===== src/rtl/qu_rob_if.sv =====
// Port bundle for the Qu reorder buffer: dispatch, issue, writeback, lookup and commit.
// master = core side driving requests, slave = the ROB itself.
interface qu_rob_if #(
    parameter int ROB_DEPTH         = 8,
    parameter int ROB_ADDR_WIDTH    = $clog2(ROB_DEPTH),
    parameter int PHY_RF_ADDR_WIDTH = 7,
    parameter int DATA_WIDTH        = 32
);
    logic                         flush;
    logic                         alloc_valid;
    logic                         alloc_ready;
    logic [PHY_RF_ADDR_WIDTH-1:0] alloc_dest;
    logic [ROB_ADDR_WIDTH-1:0]    alloc_addr;
    logic                         issue_valid;
    logic [ROB_ADDR_WIDTH-1:0]    issue_addr;
    logic                         wb_valid;
    logic [ROB_ADDR_WIDTH-1:0]    wb_addr;
    logic [DATA_WIDTH-1:0]        wb_value;
    logic [ROB_ADDR_WIDTH-1:0]    lk_addr;
    logic                         lk_ready;
    logic [DATA_WIDTH-1:0]        lk_value;
    logic                         commit_valid;
    logic                         commit_ready;
    logic [ROB_ADDR_WIDTH-1:0]    commit_addr;
    logic [PHY_RF_ADDR_WIDTH-1:0] commit_dest;
    logic [DATA_WIDTH-1:0]        commit_value;
    logic [ROB_ADDR_WIDTH:0]      count;
    logic                         empty;

    modport master (
        output flush, alloc_valid, alloc_dest, issue_valid, issue_addr,
               wb_valid, wb_addr, wb_value, lk_addr, commit_ready,
        input  alloc_ready, alloc_addr, lk_ready, lk_value, commit_valid,
               commit_addr, commit_dest, commit_value, count, empty
    );

    modport slave (
        input  flush, alloc_valid, alloc_dest, issue_valid, issue_addr,
               wb_valid, wb_addr, wb_value, lk_addr, commit_ready,
        output alloc_ready, alloc_addr, lk_ready, lk_value, commit_valid,
               commit_addr, commit_dest, commit_value, count, empty
    );
endinterface


===== src/rtl/qu_rob.sv =====
// Qu reorder buffer: circular FIFO of {value, dest, state} cells, in-order commit.
// Optional QU_ROB_WB_BYPASS_EN forwards a same-cycle writeback onto the lookup port.
module qu_rob #(
    parameter int ROB_DEPTH         = 8,
    parameter int ROB_ADDR_WIDTH    = $clog2(ROB_DEPTH),
    parameter int PHY_RF_ADDR_WIDTH = 7,
    parameter int DATA_WIDTH        = 32
) (
    input logic    clk,
    input logic    rst_n,
    qu_rob_if.slave bus
);
    typedef enum logic [1:0] {
        ST_EMPTY   = 2'b00,
        ST_RETIRED = 2'b01,
        ST_EXECUTE = 2'b10,
        ST_PENDING = 2'b11
    } rob_state_t;

    typedef struct packed {
        logic [DATA_WIDTH-1:0]        value;
        logic [PHY_RF_ADDR_WIDTH-1:0] dest;
        rob_state_t                   state;
    } rob_cell_t;

    rob_cell_t                 cells [ROB_DEPTH];
    logic [ROB_ADDR_WIDTH:0]   head, tail, occ;
    logic [ROB_ADDR_WIDTH-1:0] head_idx, tail_idx;
    logic                      alloc_fire, commit_valid, commit_fire;

    assign head_idx = head[ROB_ADDR_WIDTH-1:0];
    assign tail_idx = tail[ROB_ADDR_WIDTH-1:0];
    // Pointers carry a wrap bit, so the modular difference is the occupancy 0..ROB_DEPTH.
    assign occ      = tail - head;

    assign bus.count       = occ;
    assign bus.empty       = (head == tail);
    assign bus.alloc_ready = (occ != (ROB_ADDR_WIDTH+1)'(ROB_DEPTH));
    assign bus.alloc_addr  = tail_idx;

    assign commit_valid     = !bus.empty && (cells[head_idx].state == ST_RETIRED) && !bus.flush;
    assign commit_fire      = commit_valid && bus.commit_ready;
    assign alloc_fire       = bus.alloc_valid && bus.alloc_ready && !bus.flush;
    assign bus.commit_valid = commit_valid;
    assign bus.commit_addr  = head_idx;
    assign bus.commit_dest  = cells[head_idx].dest;
    assign bus.commit_value = cells[head_idx].value;

`ifdef QU_ROB_WB_BYPASS_EN
    logic lk_fwd;
    // state[1] set means PENDING or EXECUTE, i.e. still waiting for a result.
    assign lk_fwd       = bus.wb_valid && (bus.wb_addr == bus.lk_addr) && cells[bus.lk_addr].state[1];
    assign bus.lk_ready = lk_fwd || (cells[bus.lk_addr].state == ST_RETIRED);
    assign bus.lk_value = lk_fwd ? bus.wb_value : cells[bus.lk_addr].value;
`else
    assign bus.lk_ready = (cells[bus.lk_addr].state == ST_RETIRED);
    assign bus.lk_value = cells[bus.lk_addr].value;
`endif

    always_ff @(posedge clk or negedge rst_n) begin
        if (!rst_n) begin
            head <= '0;
            tail <= '0;
            for (int i = 0; i < ROB_DEPTH; i++) cells[i] <= '0;
        end else if (bus.flush) begin
            head <= '0;
            tail <= '0;
            for (int i = 0; i < ROB_DEPTH; i++) cells[i].state <= ST_EMPTY;
        end else begin
            for (int i = 0; i < ROB_DEPTH; i++) begin
                // The allocated cell is always EMPTY, so it never collides with the other updates.
                if (alloc_fire && tail_idx == ROB_ADDR_WIDTH'(i)) begin
                    cells[i].value <= '0;
                    cells[i].dest  <= bus.alloc_dest;
                    cells[i].state <= ST_PENDING;
                end else if (bus.wb_valid && bus.wb_addr == ROB_ADDR_WIDTH'(i) && cells[i].state[1]) begin
                    cells[i].value <= bus.wb_value;
                    cells[i].state <= ST_RETIRED;
                end else if (bus.issue_valid && bus.issue_addr == ROB_ADDR_WIDTH'(i)
                             && cells[i].state == ST_PENDING) begin
                    cells[i].state <= ST_EXECUTE;
                end else if (commit_fire && head_idx == ROB_ADDR_WIDTH'(i)) begin
                    cells[i].state <= ST_EMPTY;
                end
            end
            if (alloc_fire)  tail <= tail + 1'b1;
            if (commit_fire) head <= head + 1'b1;
        end
    end
endmodule


===== src/flat_wrapper.sv =====
// flat-port wrapper written by rule: the top's interface ports become plain ports
module qu_rob_flat 
#(
    parameter int ROB_DEPTH         = 8,
    parameter int ROB_ADDR_WIDTH    = $clog2(ROB_DEPTH),
    parameter int PHY_RF_ADDR_WIDTH = 7,
    parameter int DATA_WIDTH        = 32
)
  (clk, rst_n, bus_flush, bus_alloc_valid, bus_alloc_dest, bus_issue_valid, bus_issue_addr, bus_wb_valid, bus_wb_addr, bus_wb_value, bus_lk_addr, bus_commit_ready, bus_alloc_ready, bus_alloc_addr, bus_lk_ready, bus_lk_value, bus_commit_valid, bus_commit_addr, bus_commit_dest, bus_commit_value, bus_count, bus_empty);
  qu_rob_if #(.ROB_DEPTH(ROB_DEPTH), .ROB_ADDR_WIDTH(ROB_ADDR_WIDTH), .PHY_RF_ADDR_WIDTH(PHY_RF_ADDR_WIDTH), .DATA_WIDTH(DATA_WIDTH)) bus_i ();
  input logic clk;
  input logic rst_n;
  input wire logic [$bits(bus_i.flush)-1:0] bus_flush;
  input wire logic [$bits(bus_i.alloc_valid)-1:0] bus_alloc_valid;
  input wire logic [$bits(bus_i.alloc_dest)-1:0] bus_alloc_dest;
  input wire logic [$bits(bus_i.issue_valid)-1:0] bus_issue_valid;
  input wire logic [$bits(bus_i.issue_addr)-1:0] bus_issue_addr;
  input wire logic [$bits(bus_i.wb_valid)-1:0] bus_wb_valid;
  input wire logic [$bits(bus_i.wb_addr)-1:0] bus_wb_addr;
  input wire logic [$bits(bus_i.wb_value)-1:0] bus_wb_value;
  input wire logic [$bits(bus_i.lk_addr)-1:0] bus_lk_addr;
  input wire logic [$bits(bus_i.commit_ready)-1:0] bus_commit_ready;
  output wire logic [$bits(bus_i.alloc_ready)-1:0] bus_alloc_ready;
  output wire logic [$bits(bus_i.alloc_addr)-1:0] bus_alloc_addr;
  output wire logic [$bits(bus_i.lk_ready)-1:0] bus_lk_ready;
  output wire logic [$bits(bus_i.lk_value)-1:0] bus_lk_value;
  output wire logic [$bits(bus_i.commit_valid)-1:0] bus_commit_valid;
  output wire logic [$bits(bus_i.commit_addr)-1:0] bus_commit_addr;
  output wire logic [$bits(bus_i.commit_dest)-1:0] bus_commit_dest;
  output wire logic [$bits(bus_i.commit_value)-1:0] bus_commit_value;
  output wire logic [$bits(bus_i.count)-1:0] bus_count;
  output wire logic [$bits(bus_i.empty)-1:0] bus_empty;
  assign bus_i.flush = bus_flush;
  assign bus_i.alloc_valid = bus_alloc_valid;
  assign bus_i.alloc_dest = bus_alloc_dest;
  assign bus_i.issue_valid = bus_issue_valid;
  assign bus_i.issue_addr = bus_issue_addr;
  assign bus_i.wb_valid = bus_wb_valid;
  assign bus_i.wb_addr = bus_wb_addr;
  assign bus_i.wb_value = bus_wb_value;
  assign bus_i.lk_addr = bus_lk_addr;
  assign bus_i.commit_ready = bus_commit_ready;
  assign bus_alloc_ready = bus_i.alloc_ready;
  assign bus_alloc_addr = bus_i.alloc_addr;
  assign bus_lk_ready = bus_i.lk_ready;
  assign bus_lk_value = bus_i.lk_value;
  assign bus_commit_valid = bus_i.commit_valid;
  assign bus_commit_addr = bus_i.commit_addr;
  assign bus_commit_dest = bus_i.commit_dest;
  assign bus_commit_value = bus_i.commit_value;
  assign bus_count = bus_i.count;
  assign bus_empty = bus_i.empty;
  qu_rob #(.ROB_DEPTH(ROB_DEPTH), .ROB_ADDR_WIDTH(ROB_ADDR_WIDTH), .PHY_RF_ADDR_WIDTH(PHY_RF_ADDR_WIDTH), .DATA_WIDTH(DATA_WIDTH)) u_core (.clk(clk), .rst_n(rst_n), .bus(bus_i));
endmodule

===== config.mk =====
export PLATFORM = sky130hd
export DESIGN_NAME = qu_rob_flat
export DESIGN_NICKNAME = d
export VERILOG_FILES = /design/src/rtl/qu_rob_if.sv /design/src/rtl/qu_rob.sv /design/src/flat_wrapper.sv
export SDC_FILE = /design/constraint.sdc
export NUM_CORES = 1
export LEC_CHECK = 0
export ABC_AREA = 0
export BUFFER_PORTS_ARGS = -buffer_cell sky130_fd_sc_hd__buf_2
export CORE_MARGIN = 2
export CORE_UTILIZATION = 66
export DETAILED_ROUTE_END_ITERATION = 6
export PLACE_DENSITY = 0.85
export RECOVER_POWER = 25
export SYNTH_ARGS = -nofsm -noshare
export SYNTH_HDL_FRONTEND = slang
export SYNTH_SLANG_ARGS = --single-unit

===== constraint.sdc =====
create_clock -name clk -period 5.05 [get_ports clk]
set_clock_uncertainty 0.2 [all_clocks]
set_input_delay 1.01 -clock clk [delete_from_list [all_inputs] [get_ports clk]]
set_output_delay 1.01 -clock clk [all_outputs]
set_load 0.01 [all_outputs]

==> flow_summary_export.csv, run 1 <==
group,metric,value,unit
route,routedWlPerCell,27.99,um
logic_synthesis,synth.avg_cell_area,12.43,sq um
logic_synthesis,synth-edff-count,0,
run_status,failed_checks,"DRC, capacitance limit, slew limit",
route,via_count,14340,
clocking,clockRootBuffer,"clkbuf_16",
route,drt_iter0_drc,2022,
layout,layout_common_cells,"dfrtp_1, nand2_1, mux4_2",
clocking,ctsResizeCount,0,
clocking,cts_sinks,336,
timing,max_freq,228.9,MHz
route,ant_nets,0,
setup_path,worst_ep_arrival_time,3.16,ns
die,dieWidth,169.0,um
pwr,irDropWorstVdd,0.2026,mV
logic_synthesis,synth_seq_cells,336,
run_status,outcome,"complete, but fails checks",
logic_synthesis,synthMuxAreaShare,23.37,%
timing,rsz0062_at_grt,"false",
timing,slew_violations,131,
clocking,insertion_delay,0.51,ns
route,routed_wl,53190,um
layout,drive_gt1_share,31.66,%
timing,worst_pin_slew,3.440,ns
logic_synthesis,synth-compound-area-share,14.98,%
timing,fin_setup_tns,0,ns
die,ioPinCount,140,
logic_synthesis,synth_top_area_share,46.78,%
logic_synthesis,synth.distinct_cells,60,
logic_synthesis,synth_seq_area_share,46.78,%
grt,grt_pass1_wl,82970,um
placed_design,gp_congestion,0.8798,
timing,slew_headroom,-129.3,%
setup_path,critPathMaxFanout,27,
logic_synthesis,syn_area,0.01797,sq mm
min_path,min_path_type,"reg2reg",
logic_synthesis,syn_inst,1446,
placed_design,dp_hpwl,30410,um
setup_path,cp.required,3.84,ns
die,dieArea,0.02857,sq mm
grt,grt_start_max_net_pins,134,
grt,gr-total-overflow,0,
pwr,p_leak,8.909,nW
layout,seq_area,0.008417,sq mm
timing,whs,0.3014,ns
setup_path,worstSetupPathType,"reg2out",
logic_synthesis,yosysTopAreaCell,"dfrtp_1",
logic_synthesis,synth-adder-area-share,1.156,%
setup_path,crit_path_end_kind,"primary output",
clocking,cts_setup_buffers,0,
run,max_cap_violations,1,
timing,hold_viol_final,0,
timing,final-setup-viol-count,0,
pwr,total_power,6.757,mW
setup_path,crit_path_start_kind,"register",
clocking,cts_tree,"done",
logic_synthesis,synthArstFlopShare,100.0,%
clocking,clockBufferDepth,3,
clocking,htreeDepth,2,
clocking,cts-buffers-inserted,36,
logic_synthesis,synth.net_count,1517,
logic_synthesis,ys.flop_type,"dfrtp_1",
layout,syn2layout_area_growth,12.24,%
die,die_h,169.0,um
logic_synthesis,synth_xor_area_share,0.1462,%
logic_synthesis,synth-simple-area-share,9.802,%
layout,n_fill_cell,1634,
clocking,clkTransAtPathRegs,0.06,ns
grt,track_usage,37.98,%
grt,grt_pass1_vias,14760,
die,core,0.02688,sq mm
logic_synthesis,synth_top_family_by_area,"multiplexers",
timing,period_needed,4.368,ns
logic_synthesis,yosysWarnings,0,
logic_synthesis,synth_area_leaders,"dfrtp_1, mux4_2, o2bb2ai_1",
die,rows,60,
placed_design,io_buffer_count,139,
route,vias_per_cell,7.548,
clocking,ctsHoldBuffers,0,
die,initial_core_util,66.88,%
route,drc,1,
route,first_pass_iters,7,
layout,multiInputGateArea,0.009027,sq mm
pwr,p_per_area,334.9,mW/mm^2
timing,finalCritPeriodShare,86.49,%
grt,antenna_found_initial,2,
layout,layout_commonest_cell,"dfrtp_1",
layout,layout.nets,1607,
==> final cells by class <==
| type | instances | area share [%] |
|---|---|---|
| Multi-Input combinational cell | 967 | 44.75 |
| Sequential cell | 336 | 41.72 |
| Timing Repair Buffer | 177 | 5.495 |
| Clock buffer | 52 | 5.265 |
| Tap cell | 341 | 2.115 |
| Inverter | 18 | 0.3349 |
| Clock inverter | 7 | 0.2977 |
| Antenna cell | 2 | 0.02481 |
==> per-stage QoR <==
stage               instances  util, %  worst slack (ns)  area, sq um
floorplan                1446        -             1.361        17970
global placement         1839    70.91            0.8558        19060
detailed placement       1839    70.91            0.7957        19060
CTS                      1898    75.08            0.6327        20180
global route             1899    75.06            0.4939        20170
finish                   1900    75.07            0.6822        20170
==> critical path, cell delays in order (launching register included) <==
cell	delay, ns
dfrtp_4	0.77
ha_1	0.27
inv_1	0.05
fa_1	0.37
xor2_1	0.20
nor3_4	0.38
and3_1	0.26
inv_2	0.15
buf_2	0.18
==> layer usage <==
metal	part of all wire, %	track usage [%]
met1	36	51.99
met2	47	59.78
met3	12	8.698
met4	4.7	15.90
met5	0.024	0
==> Yosys cell counts (all sizes together) (5+ instances only) <==
| cell type | number |
|---|---|
| a21oi | 46 |
| a22o | 96 |
| a31oi | 6 |
| buf | 75 |
| clkbuf | 50 |
| dfrtp | 336 |
| ha | 15 |
| inv | 16 |
| mux2 | 89 |
| mux4 | 142 |
| nand2 | 235 |
| nand2b | 8 |
| nand3 | 27 |
| nand3b | 6 |
| nand4 | 5 |
| nand4b | 5 |
| nor2 | 22 |
| nor2b | 37 |
| nor3 | 7 |
| nor4 | 5 |
| o21ai | 24 |
| o2bb2ai | 131 |
| o311ai | 5 |
| o31ai | 8 |
==> power by group <==
| part | switching, mW | leakage (nW) | internal (mW) |
|---|---|---|---|
| clock | 1.07 | 0.559 | 1.50 |
| combinational | 0.559 | 3.73 | 0.527 |
| sequential | 0.174 | 4.62 | 2.93 |
==> state kept, by name (all words and copies together), names as in the netlist <==
register / flops
u_core.head: 4
u_core.tail: 4
u_core.cells: 328
==> worst paths after layout <==
kind / startpoint / endpoint / slack, ns / cells past startpoint
max: u_core.head[0] / bus_alloc_ready / 0.68 / 8
min: u_core.cells[207] / u_core.cells[207] / 0.30 / 1
max reg2reg: u_core.head[1] / u_core.head[1] / 1.19 / 7
min reg2reg: u_core.cells[207] / u_core.cells[207] / 0.30 / 1
max in group asynchronous: rst_n / u_core.cells[217] / 1.22 / 1
min in group asynchronous: rst_n / u_core.cells[108] / 1.42 / 1
==> kinds of logic after synthesis <==
kind of cell             after synthesis
flip-flops                           336
adder cells (fa/ha/maj)               16
AO/OA/AOI/OAI                        340
AND/OR/NAND/NOR                      377
multiplexers                         231
buffers and inverters                143
XOR/XNOR                               3
Note: power is estimated with default switching activity, not from simulation.
==> inputs of run 2 (changes only) <==
--- a/config.mk
+++ b/config.mk
@@ -8,10 +8,11 @@
 export ABC_AREA = 0
 export BUFFER_PORTS_ARGS = -buffer_cell sky130_fd_sc_hd__buf_2
 export CORE_MARGIN = 2
-export CORE_UTILIZATION = 66
+export CORE_UTILIZATION = 61
 export DETAILED_ROUTE_END_ITERATION = 6
-export PLACE_DENSITY = 0.85
+export PLACE_DENSITY = 0.79
 export RECOVER_POWER = 25
+export SLEW_MARGIN = 25
 export SYNTH_ARGS = -nofsm -noshare
 export SYNTH_HDL_FRONTEND = slang
 export SYNTH_SLANG_ARGS = --single-unit
==> constraint.sdc (replaced) <==
create_clock -name clk -period 4.4 [get_ports clk]
set_clock_uncertainty 0.2 [all_clocks]
set_input_delay 0.88 -clock clk [delete_from_list [all_inputs] [get_ports clk]]
set_output_delay 0.88 -clock clk [all_outputs]
set_load 0.01 [all_outputs]
==> run 2 against run 1 <==
The flow finishes with violations (capacitance limit, slew limit). Register-to-register slack worse by 0.51 ns. Setup slack worse by 0.33 ns. Die area up 8.0%. Sequential share of layout area down 0.46 points. Global-route usage down 2.4 points. Wire length up 1.3%. Combinational power up 16%. Sequential cell count unchanged. Clock-buffer cell count down 8. First-iteration DRC count down 17%. Hold slack worse by 0.00050 ns. Critical path type unchanged.
==> flow_summary_export.csv, run 2 (synthesized netlist as in run 1, its figures left out) <==
group,metric,value,unit
route,via_count,14170,
setup_path,crit_top_cell,"inv_1",
setup_path,timing.rr.end,"u_core.cells[105]",
die,dieWidth,175.7,um
setup_path,crit_family,"simple AND/OR/NAND/NOR gates",
layout,layout.nets,1612,
run,max_cap_violations,1,
placed_design,dp_hpwl,30840,um
pwr,p_leak,8.962,nW
layout,layout_common_cells,"dfrtp_1, nand2_1, mux4_2",
placed_design,placed_area,0.01919,sq mm
setup_path,cpPeakStageDelay,0.44,ns
setup_path,r2r_start,"u_core.tail[0]",
die,rows,62,
pwr,p_clk_share,39.7,%
route,routed_wl,53870,um
min_path,min_from,"u_core.cells[8]",
clocking,cts_sinks,336,
die,dieArea,0.03085,sq mm
grt,use_met1,48.98,%
clocking,htreeDepth,2,
layout,layout_commonest_cell,"dfrtp_1",
die,initial_core_util,62.28,%
setup_path,worstSetupPathType,"reg2out",
placed_design,preCtsSetupSlack,0.5813,ns
clocking,cts_tree,"done",
run_status,outcome,"complete, but fails checks",
setup_path,cp.required,3.32,ns
grt,grt_pass1_wl,83340,um
timing,slew_violations,110,
pwr,total_power,7.976,mW
setup_path,crit_path_start_kind,"register",
pwr,pwr-share-comb,15.8,%
die,core,0.02886,sq mm
setup_path,cpMaxStageDelayCell,"dfrtp_1",
setup_path,worst_ep_arrival_time,2.97,ns
die,ioPinCount,140,
clocking,insertion_delay,0.52,ns
clocking,ctsResizeCount,0,
layout,drive_gt1_share,32.23,%
pwr,irDropWorstVdd,0.2661,mV
clocking,cts-buffers-inserted,36,
pwr,seqPwrFrac,44.5,%
route,drc,0,
layout,seq_area,0.008417,sq mm
timing,final-setup-viol-count,0,
timing,rsz0062_at_grt,"false",
die,die_h,175.7,um
pwr,p_int,5.826,mW
run_status,failed_checks,"capacitance limit, slew limit",
grt,use_met2,55.13,%
grt,grt_start_max_net_pins,113,
pwr,p_per_area,391.0,mW/mm^2
timing,fin_setup_tns,0,ns
pwr,swShare,26.95,%
setup_path,critPathMaxFanout,12,
route,routedWlPerCell,27.63,um
placed_design,io_buffer_count,139,
timing,whs,0.3009,ns
route,first_pass_iters,5,
timing,worst_pin_slew,2.969,ns
pwr,switching_power,2.150,mW
timing,hold_viol_final,0,
route,ant_nets,0,
timing,period_needed,4.050,ns
route,drt_iter0_drc,1687,
grt,gr-total-overflow,0,
timing,max_freq,246.9,MHz
layout,multiInputGateArea,0.009027,sq mm
layout,utilization,70.68,%
min_path,whs_endpoint,"u_core.cells[8]",
layout,regMostFlops,"u_core.cells",
clocking,clockBufferDepth,3,
clocking,clockRootBuffer,"clkbuf_16",
grt,grtUsageMet3,8.182,%
grt,track_usage,35.58,%
setup_path,path_buf_inv,4,
layout,largest_reg_flops,328,
placed_design,gp_congestion,0.8825,
route,vias_per_cell,7.268,
setup_path,rr_worst_depth,11,
layout,instances_no_fill,1950,
placed_design,place_inst,1887,
grt,top_usage_layer,"met2",
setup_path,worstPathCellList,"inv_1, ha_1, inv_1, fa_1, xor2_1, nor3_4, and3_1, inv_2, buf_2",
timing,finalCritPeriodShare,92.05,%
clocking,clkTransAtPathRegs,0.07,ns
setup_path,crit_path_end_kind,"primary output",
timing,slew_headroom,-97.91,%
setup_path,ff2ff_setup_slack,0.68,ns
timing,timing.final.ws_setup,0.3498,ns
grt,grt_pass1_vias,14530,
min_path,min_path_type,"reg2reg",
grt,antenna_found_initial,3,
clocking,ctsHoldBuffers,0,
setup_path,startpoint,"u_core.tail[0]",
min_path,whs_path_depth,1,
layout,n_fill_cell,1983,
layout,reg.largest.list,"u_core.cells (328), u_core.head (4), u_core.tail (4)",
layout,syn2layout_area_growth,13.48,%
clocking,cts_setup_buffers,0,
layout,fin_area,0.02040,sq mm
-- run 2: cell count changes in the layout (fill, tap and decap cells not counted), sizes merged --
| cell | previous run | this run |
|---|---|---|
| buf | 176 | 181 |
| bufinv | 1 | 4 |
| clkbuf | 53 | 45 |
| clkinv | 6 | 5 |
| clkinvlp | 0 | 4 |
| inv | 18 | 22 |
-- run 2: worst register-to-register path, stage by stage (launching register included) --
cell and delay (ns):
dfrtp_1 0.44, inv_1 0.18, ha_1 0.20, inv_1 0.05
fa_1 0.37, xor2_1 0.29, nor3_4 0.13, and3_1 0.22
buf_4 0.24, o21bai_4 0.62, buf_4 0.48, o2bb2ai_1 0.14
-- run 2: worst max-delay path by stage --
stage	endpoint	slack, ns	depth (start not counted)
final	bus_alloc_ready	0.35	9
after floorplan	bus_alloc_ready	0.84	10
after CTS	bus_alloc_ready	0.37	9
after global placement	bus_lk_value[3]	0.61	5
after global routing	u_core.head[0]	0.19	1
after detailed placement	bus_lk_value[19]	0.58	5
-- run 2: power by group through the flow --
stage          sequential (mW)  combinational (mW)  clock, mW
2_1_floorplan             3.52               0.864          0
3_3_place_gp              3.57                1.21          0
3_5_place_dp              3.58                1.25          0
4_1_cts                   3.54                1.26       3.17
5_1_grt                   3.57                1.35       3.29
6_report                  3.55                1.26       3.17
-- run 2: routing by layer --
metal  wire length, um  vias to the layer above
li1                  -                     5719
met1             20150                     7224
met2             25400                     1043
met3              6174                      185
met4              2141                        2
met5                 8                        -
-- run 2: layout make-up --
cell class	count	area share (%)
diodes	2	0.02454
clock buffers	44	4.864
clock inverters	17	1.098
inverters	18	0.3312
multi-input cells	967	44.26
flip-flops and latches	336	41.26
well taps	384	2.356
repair buffers	182	5.803
